File: config.mk
export PLATFORM = sky130hd
export DESIGN_NAME = silife_max7219_scan_flat
export DESIGN_NICKNAME = d
export VERILOG_FILES = /design/src/rtl/silife_max7219_scan_if.sv /design/src/rtl/silife_max7219_scan.sv /design/src/flat_wrapper.sv
export SDC_FILE = /design/constraint.sdc
export NUM_CORES = 1
export LEC_CHECK = 0
export BUFFER_PORTS_ARGS = -buffer_cell sky130_fd_sc_hd__buf_2
export CAP_MARGIN = 10
export CELL_PAD_IN_SITES_DETAIL_PLACEMENT = 1
export CELL_PAD_IN_SITES_GLOBAL_PLACEMENT = 2
export CORE_ASPECT_RATIO = 0.75
export CORE_MARGIN = 2
export CORE_UTILIZATION = 33
export CTS_CLUSTER_SIZE = 14
export DETAILED_ROUTE_END_ITERATION = 10
export PLACE_DENSITY_LB_ADDON = 0.12
export SYNTH_ARGS = -nofsm -noshare
export SYNTH_HDL_FRONTEND = slang
export SYNTH_SLANG_ARGS = --single-unit
File: constraint.sdc
create_clock -name clk -period 1.8 [get_ports clk]
set_clock_uncertainty 0.05 [all_clocks]
set_input_delay 0.18 -clock clk [delete_from_list [all_inputs] [get_ports clk]]
set_output_delay 0.18 -clock clk [all_outputs]
set_load 0.005 [all_outputs]
File: src/rtl/silife_max7219_scan_if.sv
// Row-fetch, SPI and control signals between the MAX7219 scanner (master) and its
// surroundings: cell matrix, LED driver and frame controller (slave).
interface silife_max7219_scan_if #(
    parameter int WIDTH  = 8,
    parameter int HEIGHT = 8
);
    localparam int ROW_W = (HEIGHT > 1) ? $clog2(HEIGHT) : 1;

    logic             start;
    logic             init;
    logic [3:0]       intensity;
    logic [ROW_W-1:0] row_select;
    logic [WIDTH-1:0] cells;
    logic             spi_sck;
    logic             spi_mosi;
    logic             spi_cs_n;
    logic             busy;
    logic             frame_done;

    modport master (
        input  start, init, intensity, cells,
        output row_select, spi_sck, spi_mosi, spi_cs_n, busy, frame_done
    );

    modport slave (
        output start, init, intensity, cells,
        input  row_select, spi_sck, spi_mosi, spi_cs_n, busy, frame_done
    );
endinterface

File: src/rtl/silife_max7219_scan.sv
// Scans the cell matrix row by row and streams each row as a 16-bit packet to a
// MAX7219-style LED driver, optionally preceded by the five-packet register init sequence.
module silife_max7219_scan #(
    parameter int WIDTH   = 8,
    parameter int HEIGHT  = 8,
    parameter int CLK_DIV = 4
) (
    input  logic                     clk,
    input  logic                     reset,
    silife_max7219_scan_if.master    bus
);
    localparam int ROW_W = (HEIGHT > 1) ? $clog2(HEIGHT) : 1;
    localparam int DIV_W = (CLK_DIV > 1) ? $clog2(CLK_DIV) : 1;
    localparam logic [DIV_W-1:0] DIV_LAST = DIV_W'(CLK_DIV - 1);
    localparam logic [ROW_W-1:0] ROW_LAST = ROW_W'(HEIGHT - 1);

    typedef enum logic [1:0] {
        ST_IDLE  = 2'd0,
        ST_LOAD  = 2'd1,
        ST_SHIFT = 2'd2,
        ST_GAP   = 2'd3
    } state_t;

    state_t           state_r;
    logic             load_ph_r;
    logic             init_active_r;
    logic             init_pending_r;
    logic [2:0]       idx_r;
    logic [ROW_W-1:0] row_r;
    logic [DIV_W-1:0] div_r;
    logic [3:0]       bit_r;
    logic             tail_r;
    logic [15:0]      shreg_r;
    logic             sck_r;
    logic             mosi_r;
    logic             cs_n_r;
    logic             busy_r;
    logic             done_r;

    logic             div_wrap_s;
    logic             launch_s;
    logic [15:0]      pkt_s;

    // Init sequence: test off, no decode, intensity, scan limit, normal operation.
    function automatic logic [15:0] init_packet(input logic [2:0] idx, input logic [3:0] inten);
        logic [15:0] pkt;
        case (idx)
            3'd0:    pkt = 16'h0F00;
            3'd1:    pkt = 16'h0900;
            3'd2:    pkt = {8'h0A, 4'h0, inten};
            3'd3:    pkt = {8'h0B, 8'(HEIGHT - 1)};
            3'd4:    pkt = 16'h0C01;
            default: pkt = 16'h0C01;
        endcase
        return pkt;
    endfunction

    assign div_wrap_s = (div_r == DIV_LAST);

    // Decide when a new packet starts shifting this cycle.
    always_comb begin
        launch_s = 1'b0;
        case (state_r)
            ST_IDLE:  launch_s = bus.start && (init_pending_r || bus.init);
            ST_LOAD:  launch_s = load_ph_r;
            ST_GAP:   launch_s = div_wrap_s && init_active_r && (idx_r != 3'd4);
            default:  launch_s = 1'b0;
        endcase
    end

    // Packet to load on launch; cells only matter in the second LOAD cycle.
    always_comb begin
        pkt_s = 16'h0000;
        case (state_r)
            ST_IDLE:  pkt_s = init_packet(3'd0, bus.intensity);
            ST_LOAD:  pkt_s = {4'h0, 4'(row_r) + 4'd1, bus.cells};
            ST_GAP:   pkt_s = init_packet(idx_r + 3'd1, bus.intensity);
            default:  pkt_s = 16'h0000;
        endcase
    end

    // Frame sequencer, SPI bit engine and registered outputs.
    always_ff @(posedge clk or negedge reset) begin
        if (!reset) begin
            state_r        <= ST_IDLE;
            load_ph_r      <= 1'b0;
            init_active_r  <= 1'b0;
            init_pending_r <= 1'b1;
            idx_r          <= 3'd0;
            row_r          <= '0;
            div_r          <= '0;
            bit_r          <= 4'd15;
            tail_r         <= 1'b0;
            shreg_r        <= 16'h0000;
            sck_r          <= 1'b0;
            mosi_r         <= 1'b0;
            cs_n_r         <= 1'b1;
            busy_r         <= 1'b0;
            done_r         <= 1'b0;
        end else begin
            done_r <= 1'b0;

            if (state_r == ST_IDLE && bus.start) begin
                init_pending_r <= 1'b0;
            end else if (bus.init) begin
                init_pending_r <= 1'b1;
            end else begin
                init_pending_r <= init_pending_r;
            end

            case (state_r)
                ST_IDLE: begin
                    if (bus.start) begin
                        busy_r    <= 1'b1;
                        row_r     <= '0;
                        idx_r     <= 3'd0;
                        load_ph_r <= 1'b0;
                        if (init_pending_r || bus.init) begin
                            init_active_r <= 1'b1;
                        end else begin
                            init_active_r <= 1'b0;
                            state_r       <= ST_LOAD;
                        end
                    end
                end
                ST_LOAD: begin
                    load_ph_r <= ~load_ph_r;
                end
                ST_SHIFT: begin
                    div_r <= div_wrap_s ? '0 : div_r + DIV_W'(1);
                    if (div_wrap_s) begin
                        if (tail_r) begin
                            tail_r  <= 1'b0;
                            cs_n_r  <= 1'b1;
                            mosi_r  <= 1'b0;
                            state_r <= ST_GAP;
                        end else if (!sck_r) begin
                            sck_r <= 1'b1;
                        end else begin
                            sck_r <= 1'b0;
                            if (bit_r == 4'd0) begin
                                tail_r <= 1'b1;
                            end else begin
                                bit_r   <= bit_r - 4'd1;
                                shreg_r <= {shreg_r[14:0], 1'b0};
                                mosi_r  <= shreg_r[14];
                            end
                        end
                    end
                end
                ST_GAP: begin
                    div_r <= div_wrap_s ? '0 : div_r + DIV_W'(1);
                    if (div_wrap_s) begin
                        if (init_active_r && idx_r != 3'd4) begin
                            idx_r <= idx_r + 3'd1;
                        end else if (init_active_r) begin
                            init_active_r <= 1'b0;
                            row_r         <= '0;
                            load_ph_r     <= 1'b0;
                            state_r       <= ST_LOAD;
                        end else if (row_r == ROW_LAST) begin
                            busy_r  <= 1'b0;
                            done_r  <= 1'b1;
                            state_r <= ST_IDLE;
                        end else begin
                            row_r     <= row_r + ROW_W'(1);
                            load_ph_r <= 1'b0;
                            state_r   <= ST_LOAD;
                        end
                    end
                end
                default: begin
                    state_r <= ST_IDLE;
                    cs_n_r  <= 1'b1;
                    sck_r   <= 1'b0;
                    busy_r  <= 1'b0;
                end
            endcase

            // Launch overrides the case above: CS falls with bit 15 already on MOSI.
            if (launch_s) begin
                shreg_r <= pkt_s;
                mosi_r  <= pkt_s[15];
                cs_n_r  <= 1'b0;
                sck_r   <= 1'b0;
                div_r   <= '0;
                bit_r   <= 4'd15;
                tail_r  <= 1'b0;
                state_r <= ST_SHIFT;
            end
        end
    end

    assign bus.row_select = row_r;
    assign bus.spi_sck    = sck_r;
    assign bus.spi_mosi   = mosi_r;
    assign bus.spi_cs_n   = cs_n_r;
    assign bus.busy       = busy_r;
    assign bus.frame_done = done_r;
endmodule

File: src/flat_wrapper.sv
// flat-port wrapper written by rule: the top's interface ports become plain ports
module silife_max7219_scan_flat 
#(
    parameter int WIDTH   = 8,
    parameter int HEIGHT  = 8,
    parameter int CLK_DIV = 4
)
  (clk, reset, bus_start, bus_init, bus_intensity, bus_cells, bus_row_select, bus_spi_sck, bus_spi_mosi, bus_spi_cs_n, bus_busy, bus_frame_done);
  silife_max7219_scan_if #(.WIDTH(WIDTH), .HEIGHT(HEIGHT)) bus_i ();
  input  logic clk;
  input  logic reset;
  input wire logic [$bits(bus_i.start)-1:0] bus_start;
  input wire logic [$bits(bus_i.init)-1:0] bus_init;
  input wire logic [$bits(bus_i.intensity)-1:0] bus_intensity;
  input wire logic [$bits(bus_i.cells)-1:0] bus_cells;
  output wire logic [$bits(bus_i.row_select)-1:0] bus_row_select;
  output wire logic [$bits(bus_i.spi_sck)-1:0] bus_spi_sck;
  output wire logic [$bits(bus_i.spi_mosi)-1:0] bus_spi_mosi;
  output wire logic [$bits(bus_i.spi_cs_n)-1:0] bus_spi_cs_n;
  output wire logic [$bits(bus_i.busy)-1:0] bus_busy;
  output wire logic [$bits(bus_i.frame_done)-1:0] bus_frame_done;
  assign bus_i.start = bus_start;
  assign bus_i.init = bus_init;
  assign bus_i.intensity = bus_intensity;
  assign bus_i.cells = bus_cells;
  assign bus_row_select = bus_i.row_select;
  assign bus_spi_sck = bus_i.spi_sck;
  assign bus_spi_mosi = bus_i.spi_mosi;
  assign bus_spi_cs_n = bus_i.spi_cs_n;
  assign bus_busy = bus_i.busy;
  assign bus_frame_done = bus_i.frame_done;
  silife_max7219_scan #(.WIDTH(WIDTH), .HEIGHT(HEIGHT), .CLK_DIV(CLK_DIV)) u_core (.clk(clk), .reset(reset), .bus(bus_i));
endmodule
==> run summary, run 1 <==
reg2reg end = u_core.shreg_r[9]
post-synth cell types = 45
Final period util = 99.7%
crit path max-delay cell type = dfstp_2
initial detailed-routing violation count = 81
slew margin rel. = 66.4%
Pins Over Slew Limit = 0
FF-to-FF path depth = 6
GRT overflow = 0
Final Hold Viols = 0
Die H = 72.8 µm
vias after detailed routing = 1,859
R2R setup slack = 0.005 ns
pin count of the biggest net entering global routing = 39
area of the die = 6970 µm²
startpoint types = register
CP Data Required Time = 1.93 ns
drt first pass iters = 4
Die X = 95.7 µm
final wirelength = 6090 µm
largest fanout on the critical path = 5
Layout Nets = 305
Syn Nets = 242
Hold Path Origin = bus_cells[4]
Routed Antenna Nets = 0
wire per inst = 16.9 µm
worst path bufs/invs = 1
r2r startpoint = u_core.bit_r[0]
total track usage = 18.7%
post-DP HPWL = 4200 µm
max incr delay on CP = 0.54 ns
power per cell area = 615 nW/µm²
final setup fails = 0
flip-flop and latch count after synthesis = 38
Max clock buf depth = 2
CTS clock-pin slew for the worst setup and hold paths = 0.08 ns
Layout area overhead = 41.5%
Antenna diodes = 0
Multi-input gate area = 1250 µm²
wire length of the first global-routing pass = 9740 µm
H-tree level count = 2
worst IR drop on VDD = 0.283 mV
initial antenna violation count = 0
RSZ-0062 raised after global routing = yes
Area after DPL = 2530 µm²
# IOs = 24
Initial Utilization = 33.6%
Leak Pwr = 1.35 nW
number of global-route vias before repair = 1,867
Hold Crit Depth = 3
Seq/Total Area, Yosys = 46.0%
fin area = 2950 µm²
Pwr Total = 1.81 mW
I/O Buffers = 23
row count = 25
final worst path period need = 1.79 ns
later-pin clock latency in the skew report = 0.29 ns
synthesized cell area = 2080 µm²
post-synthesis async set-or-reset flop share = 100%
Reg area = 961 µm²
gpl congestion = 0.797
Critical Path Sink Type = register
Worst-Margin Slew = 0.504 ns
clock sinks = 38
kind of cell adding the most delay to the critical path = simple AND/OR/NAND/NOR gates
fmax = 557 MHz
outcome = completed
FILL cells = 717
Worst Path Arrival = 1.92 ns
CP Cell Sequence = inv_2, ha_4, or3b_4, and3_4, nor2_4, a221o_1
# DRC = 0
setup slack at placement = -0.155 ns
core area = 6190 µm²
mean area per synthesized cell = 9.64 µm²
Worst Hold Endpoint = u_core.shreg_r[4]
drt via density = 5.15
TritonCTS clock tree = yes
Worst Slack Setup Final = 0.00509 ns
root buf cell = clkbuf_8
worst hold-check path type = in -> reg
Syn. warnings = 0
layout cells sized above 1 = 41.4%
CTS buffer count = 5
max_cap viols = 0
Post-synth EDFFs = 0
Post-Syn Instances = 216
Main synth FF type = dfrtp_1
critical path type = reg -> reg
worst max path at each step:
stage | start | slack [ns] | cells after the start | end
after floorplan | u_core.bit_r[0] | 0.02 | 6 | u_core.shreg_r[9]
after detailed placement | u_core.idx_r[0] | -0.16 | 6 | u_core.shreg_r[8]
final | u_core.bit_r[0] | 0.005 | 6 | u_core.shreg_r[9]
after global placement | u_core.idx_r[0] | -0.12 | 6 | u_core.shreg_r[8]
after global routing | u_core.bit_r[1] | -0.03 | 6 | u_core.shreg_r[9]
after CTS | u_core.bit_r[0] | 0.005 | 6 | u_core.shreg_r[9]
worst register-to-register path: cells and delay by family (launching register included):
kind                     cells  cell delay, ns
AND/OR/NAND/NOR              3            0.57
flip-flops                   1            0.54
AO/OA/AOI/OAI                1            0.32
adder cells (fa/ha/maj)      1            0.15
buffers and inverters        1            0.05
cell type report:
type | instances | share of cell area, %
clock buffer | 5 | 2.34
clock inverter | 3 | 2.34
multi-input combinational | 160 | 42.6
sequential | 38 | 32.6
inverter | 10 | 1.27
timing repair buffer | 64 | 15.4
tap | 81 | 3.44
cell usage after synthesis, types with 2 or more instances:
library cell,instances,area (µm²)
a21oi_1,14,70.1
a221o_1,4,40.0
a2bb2oi_1,8,70.1
a31oi_1,2,12.5
and3_1,3,18.8
buf_2,6,30.0
dfrtp_1,32,801
dfstp_2,6,158
ha_1,10,125
inv_1,10,37.5
mux2i_1,7,70.1
nand2_1,35,131
nand2b_1,4,25.0
nand3_1,6,30.0
nor2_1,15,56.3
nor2b_1,2,12.5
nor3_1,2,10.0
nor4_1,2,12.5
o21a_1,2,15.0
o21ai_0,16,80.1
o2bb2ai_1,3,26.3
xnor2_1,4,35.0
cells by family (layout without fill, tap and decap cells):
family,count (synthesis),count (layout),share of synthesized area [%]
muxes,8,8,3.91
adders and majority gates,10,10,6.01
AOI/OAI and AO/OA,60,60,19.5
buffers and inverters,19,82,4.39
xor gates and xnor gates,5,5,2.10
DFF,38,38,46.0
and+or+nand+nor,76,77,18.0
per-stage QoR:
stage               instances  hold slack [ns]  setup TNS (ns)  utilization (%)
global route              361           0.0907         -0.0894             47.6
detailed placement        347            0.224          -0.371             40.8
floorplan                 216           -0.166               0                -
CTS                       358           0.0609               0             43.7
finish                    361           0.0713               0             47.6
global placement          347            0.226          -0.159             40.8
flip-flops by register name, summed over array words and instances (netlist names), 2 cells and up:
register and count:
u_core.shreg_r 15, u_core.bit_r 4, u_core.bus.row_select 3, u_core.div_r 2, u_core.state_r 2, u_core.idx_r 3
layer usage:
layer  vias up  wire length [µm]  share of wire [%]  track usage, %
li1        905                 -                  -               -
met1       913              3270                 54            29.2
met2        37              2520                 41            25.4
met3         4               252                4.1            5.17
met4         0                44               0.72            3.81
met5         -                 0                  0               0
report_power, final:
| part | internal (mW) | switching (mW) | total (mW) |
|---|---|---|---|
| logic | 0.0268 | 0.0314 | 0.0583 |
| clock network | 0.556 | 0.329 | 0.885 |
| registers | 0.863 | 0.00588 | 0.869 |
repair_timing:
item	CTS	global route
endpoints found under the setup margin	7	19
pin swaps	0	8
gates cloned	1	0
gates resized for setup	4	45
hold buffers	1	0
endpoints found under the hold margin	32	0
buffers inserted	1	3
layout by cell type, fill, tap and decap left out, types with 3 or more instances in the layout:
master	n
a21oi_1	10
a21oi_2	4
a221o_1	4
a2bb2oi_1	4
a2bb2oi_2	4
and3_1	3
buf_2	23
buf_4	37
clkbuf_8	5
dfrtp_1	30
dfstp_2	6
ha_1	4
ha_2	3
ha_4	3
inv_1	7
inv_2	3
mux2i_1	7
nand2_1	32
nand2_2	3
nand2b_1	4
nand3_1	6
nor2_1	14
o21ai_0	14
o2bb2ai_1	3
xnor2_1	3
(Power assumes the default switching activity.)
==> run 2: changes to the inputs <==
==> constraint.sdc (replaced) <==
create_clock -name clk -period 1.8 [get_ports clk]
set_clock_uncertainty 0.05 [all_clocks]
set_input_delay 0 -clock clk [delete_from_list [all_inputs] [get_ports clk]]
set_output_delay 0 -clock clk [all_outputs]
set_load 0.005 [all_outputs]
==> run summary, run 2 (synthesized netlist as in run 1, its figures left out) <==
final wirelength = 5920 µm (-2.8%)
crit path max-delay cell type = dfstp_2
initial detailed-routing violation count = 68 (-16%)
Regs by FF count = u_core.shreg_r: 15 flops, u_core.bit_r: 4 flops
Reg area = 960 µm² (-0.13%)
row count = 25 (unchanged)
Worst-Margin Slew = 0.520 ns (+0.0161 ns)
max incr delay on CP = 0.54 ns (about the same)
non-filler instance count after layout = 366 (+1.4%)
CP Data Required Time = 1.97 ns (+0.04 ns)
core area = 6190 µm² (unchanged)
max_cap viols = 0 (unchanged)
number of global-route vias before repair = 1,873 (+0.32%)
commonest non-fill, non-tap cell in the layout = buf_4
later-pin clock latency in the skew report = 0.30 ns (about the same)
Die H = 72.8 µm (unchanged)
gpl congestion = 0.794 (-0.41%)
power per cell area = 556 nW/µm² (-9.6%)
largest fanout on the critical path = 8 (+3)
Worst Path Arrival = 1.96 ns (+0.04 ns)
final worst path period need = 1.79 ns (-0.00951 ns)
Layout area overhead = 36.8%
worst path bufs/invs = 2 (+1)
Die X = 95.7 µm (unchanged)
Final period util = 99.2% (-0.53 points)
# DRC = 0 (unchanged)
Max clock buf depth = 2 (unchanged)
RSZ-0062 raised after global routing = yes
# IOs = 24 (unchanged)
final setup fails = 0 (unchanged)
Layout Nets = 310 (+1.6%)
CTS clock-pin slew for the worst setup and hold paths = 0.08 ns (about the same)
pin count of the biggest net entering global routing = 39 (unchanged)
startpoint types = register
post-DP HPWL = 4340 µm (+3.2%)
commonest non-fill, non-tap cells in the layout = buf_4 (38), nand2_1 (33), dfrtp_1 (31), buf_2 (23), o21ai_0 (16)
kind of cell adding the most delay to the critical path = simple AND/OR/NAND/NOR gates
fmax = 560 MHz (+0.53%)
GRT overflow = 0 (unchanged)
final core utilization = 46.0% (-1.6 points)
Final Hold Viols = 0 (unchanged)
Pwr Total = 1.58 mW (-13%)
area of the die = 6970 µm² (unchanged)
Largest register FFs = 15 (unchanged)
layout cells sized above 1 = 37.2% (-4.2 points)
wire length of the first global-routing pass = 9650 µm (-0.91%)
Antenna diodes = 0 (unchanged)
TritonCTS clock tree = yes
CP Cell Sequence = inv_2, ha_2, or3b_4, and3_4, buf_4, nand2_1, a32oi_1
outcome = completed
CTS buffer count = 5 (unchanged)
vias after detailed routing = 1,801 (-3.1%)
clock sinks = 38 (unchanged)
Routed Antenna Nets = 0 (unchanged)
Pins Over Slew Limit = 0 (unchanged)
Top reg by flops = u_core.shreg_r
Initial Utilization = 33.6% (unchanged)
FILL cells = 720 (+0.42%)
root buf cell = clkbuf_8
Critical Path Sink Type = register
Multi-input gate area = 1150 µm² (-8.5%)
slew margin rel. = 65.3% (-1.1 points)
initial antenna violation count = 0 (unchanged)
worst hold-check path type = in -> reg
critical path type = reg -> reg
Leak Pwr = 1.34 nW (-0.66%)
H-tree level count = 2 (unchanged)
drt via density = 4.92 (-4.4%)
I/O Buffers = 23 (unchanged)
worst IR drop on VDD = 0.272 mV (-3.7%)
total track usage = 18.7% (about the same)
cell total after placement = 347 (unchanged)
drt first pass iters = 4 (unchanged)
wire per inst = 16.2 µm (-4.1%)
==> run 2: cell count changes in the layout (fill, tap and decap cells not counted), moves of 2 or more <==
| cell | previous run | this run |
|---|---|---|
| o21ai_0 | 14 | 16 |
| o21ai_1 | 2 | 0 |
| ha_4 | 3 | 1 |
| bufinv_16 | 2 | 0 |
| dlygate4sd3_1 | 1 | 6 |
| a2bb2oi_1 | 4 | 6 |
| a2bb2oi_2 | 4 | 2 |
| ha_1 | 4 | 7 |
==> run 2: worst register-to-register path: stages (launching register included) <==
cell	delay (ns)
dfstp_2	0.54
inv_2	0.04
ha_2	0.16
or3b_4	0.26
and3_4	0.27
buf_4	0.15
nand2_1	0.05
a32oi_1	0.19
==> run 2: layer usage <==
metal | vias to the layer above | GRT usage [%] | share of wire (%)
li1 | 910 | - | -
met1 | 856 | 29.4 | 55
met2 | 32 | 25.4 | 40
met3 | 3 | 5.17 | 4.5
met4 | 0 | 3.33 | 0.63
met5 | - | 0 | 0
==> run 2: power breakdown <==
group | total (mW) | leakage (nW) | internal (mW) | switching [mW]
Clock | 0.650 | 0.0472 | 0.308 | 0.342
Combinational | 0.0648 | 0.848 | 0.0319 | 0.0329
Sequential | 0.868 | 0.444 | 0.863 | 0.00549
==> run 2: worst paths after layout <==
| kind | startpoint | endpoint | slack [ns] | cells past startpoint |
|---|---|---|---|---|
| worst max-delay path | u_core.bit_r[1] | u_core.shreg_r[11] | 0.01 | 7 |
| worst min register to register | u_core.shreg_r[14] | u_core.shreg_r[14] | 0.48 | 2 |
| max in group asynchronous | reset | u_core.bit_r[3] | 1.08 | 3 |
| min in group asynchronous | reset | u_core.idx_r[1] | 0.24 | 3 |
| worst min-delay path | bus_cells[1] | u_core.shreg_r[1] | 0.01 | 4 |
| worst max register to register | u_core.bit_r[1] | u_core.shreg_r[11] | 0.01 | 7 |
==> run 2: through the flow <==
stage            TNS, ns  hold slack [ns]  setup slack, ns  area (µm²)
2_1_floorplan          0           -0.346           0.0216        2080
3_3_place_gp      -0.116           0.0409           -0.113        2530
3_5_place_dp      -0.318           0.0486           -0.135        2530
4_1_cts        -0.000985          0.00326        -0.000985        2730
5_1_grt           -0.182           0.0359          -0.0518        2850
6_report               0           0.0128           0.0146        2850
==> run 2: repair_timing <==
action | in CTS | in global routing
hold endpoints to repair | 37 | 0
setup buffers | 3 | 2
pin swaps | 3 | 4
endpoints found under the setup margin | 10 | 20
hold buffers | 6 | 0
gates resized for setup | 9 | 20
==> run 2: cell type report <==
cell class / instances / area share [%]
inverters: 10 / 1.32
clock buffers: 6 / 2.90
flip-flops and latches: 38 / 33.7
clock inverters: 2 / 0.439
repair buffers: 70 / 17.8
well taps: 81 / 3.56
multi-input cells: 159 / 40.3
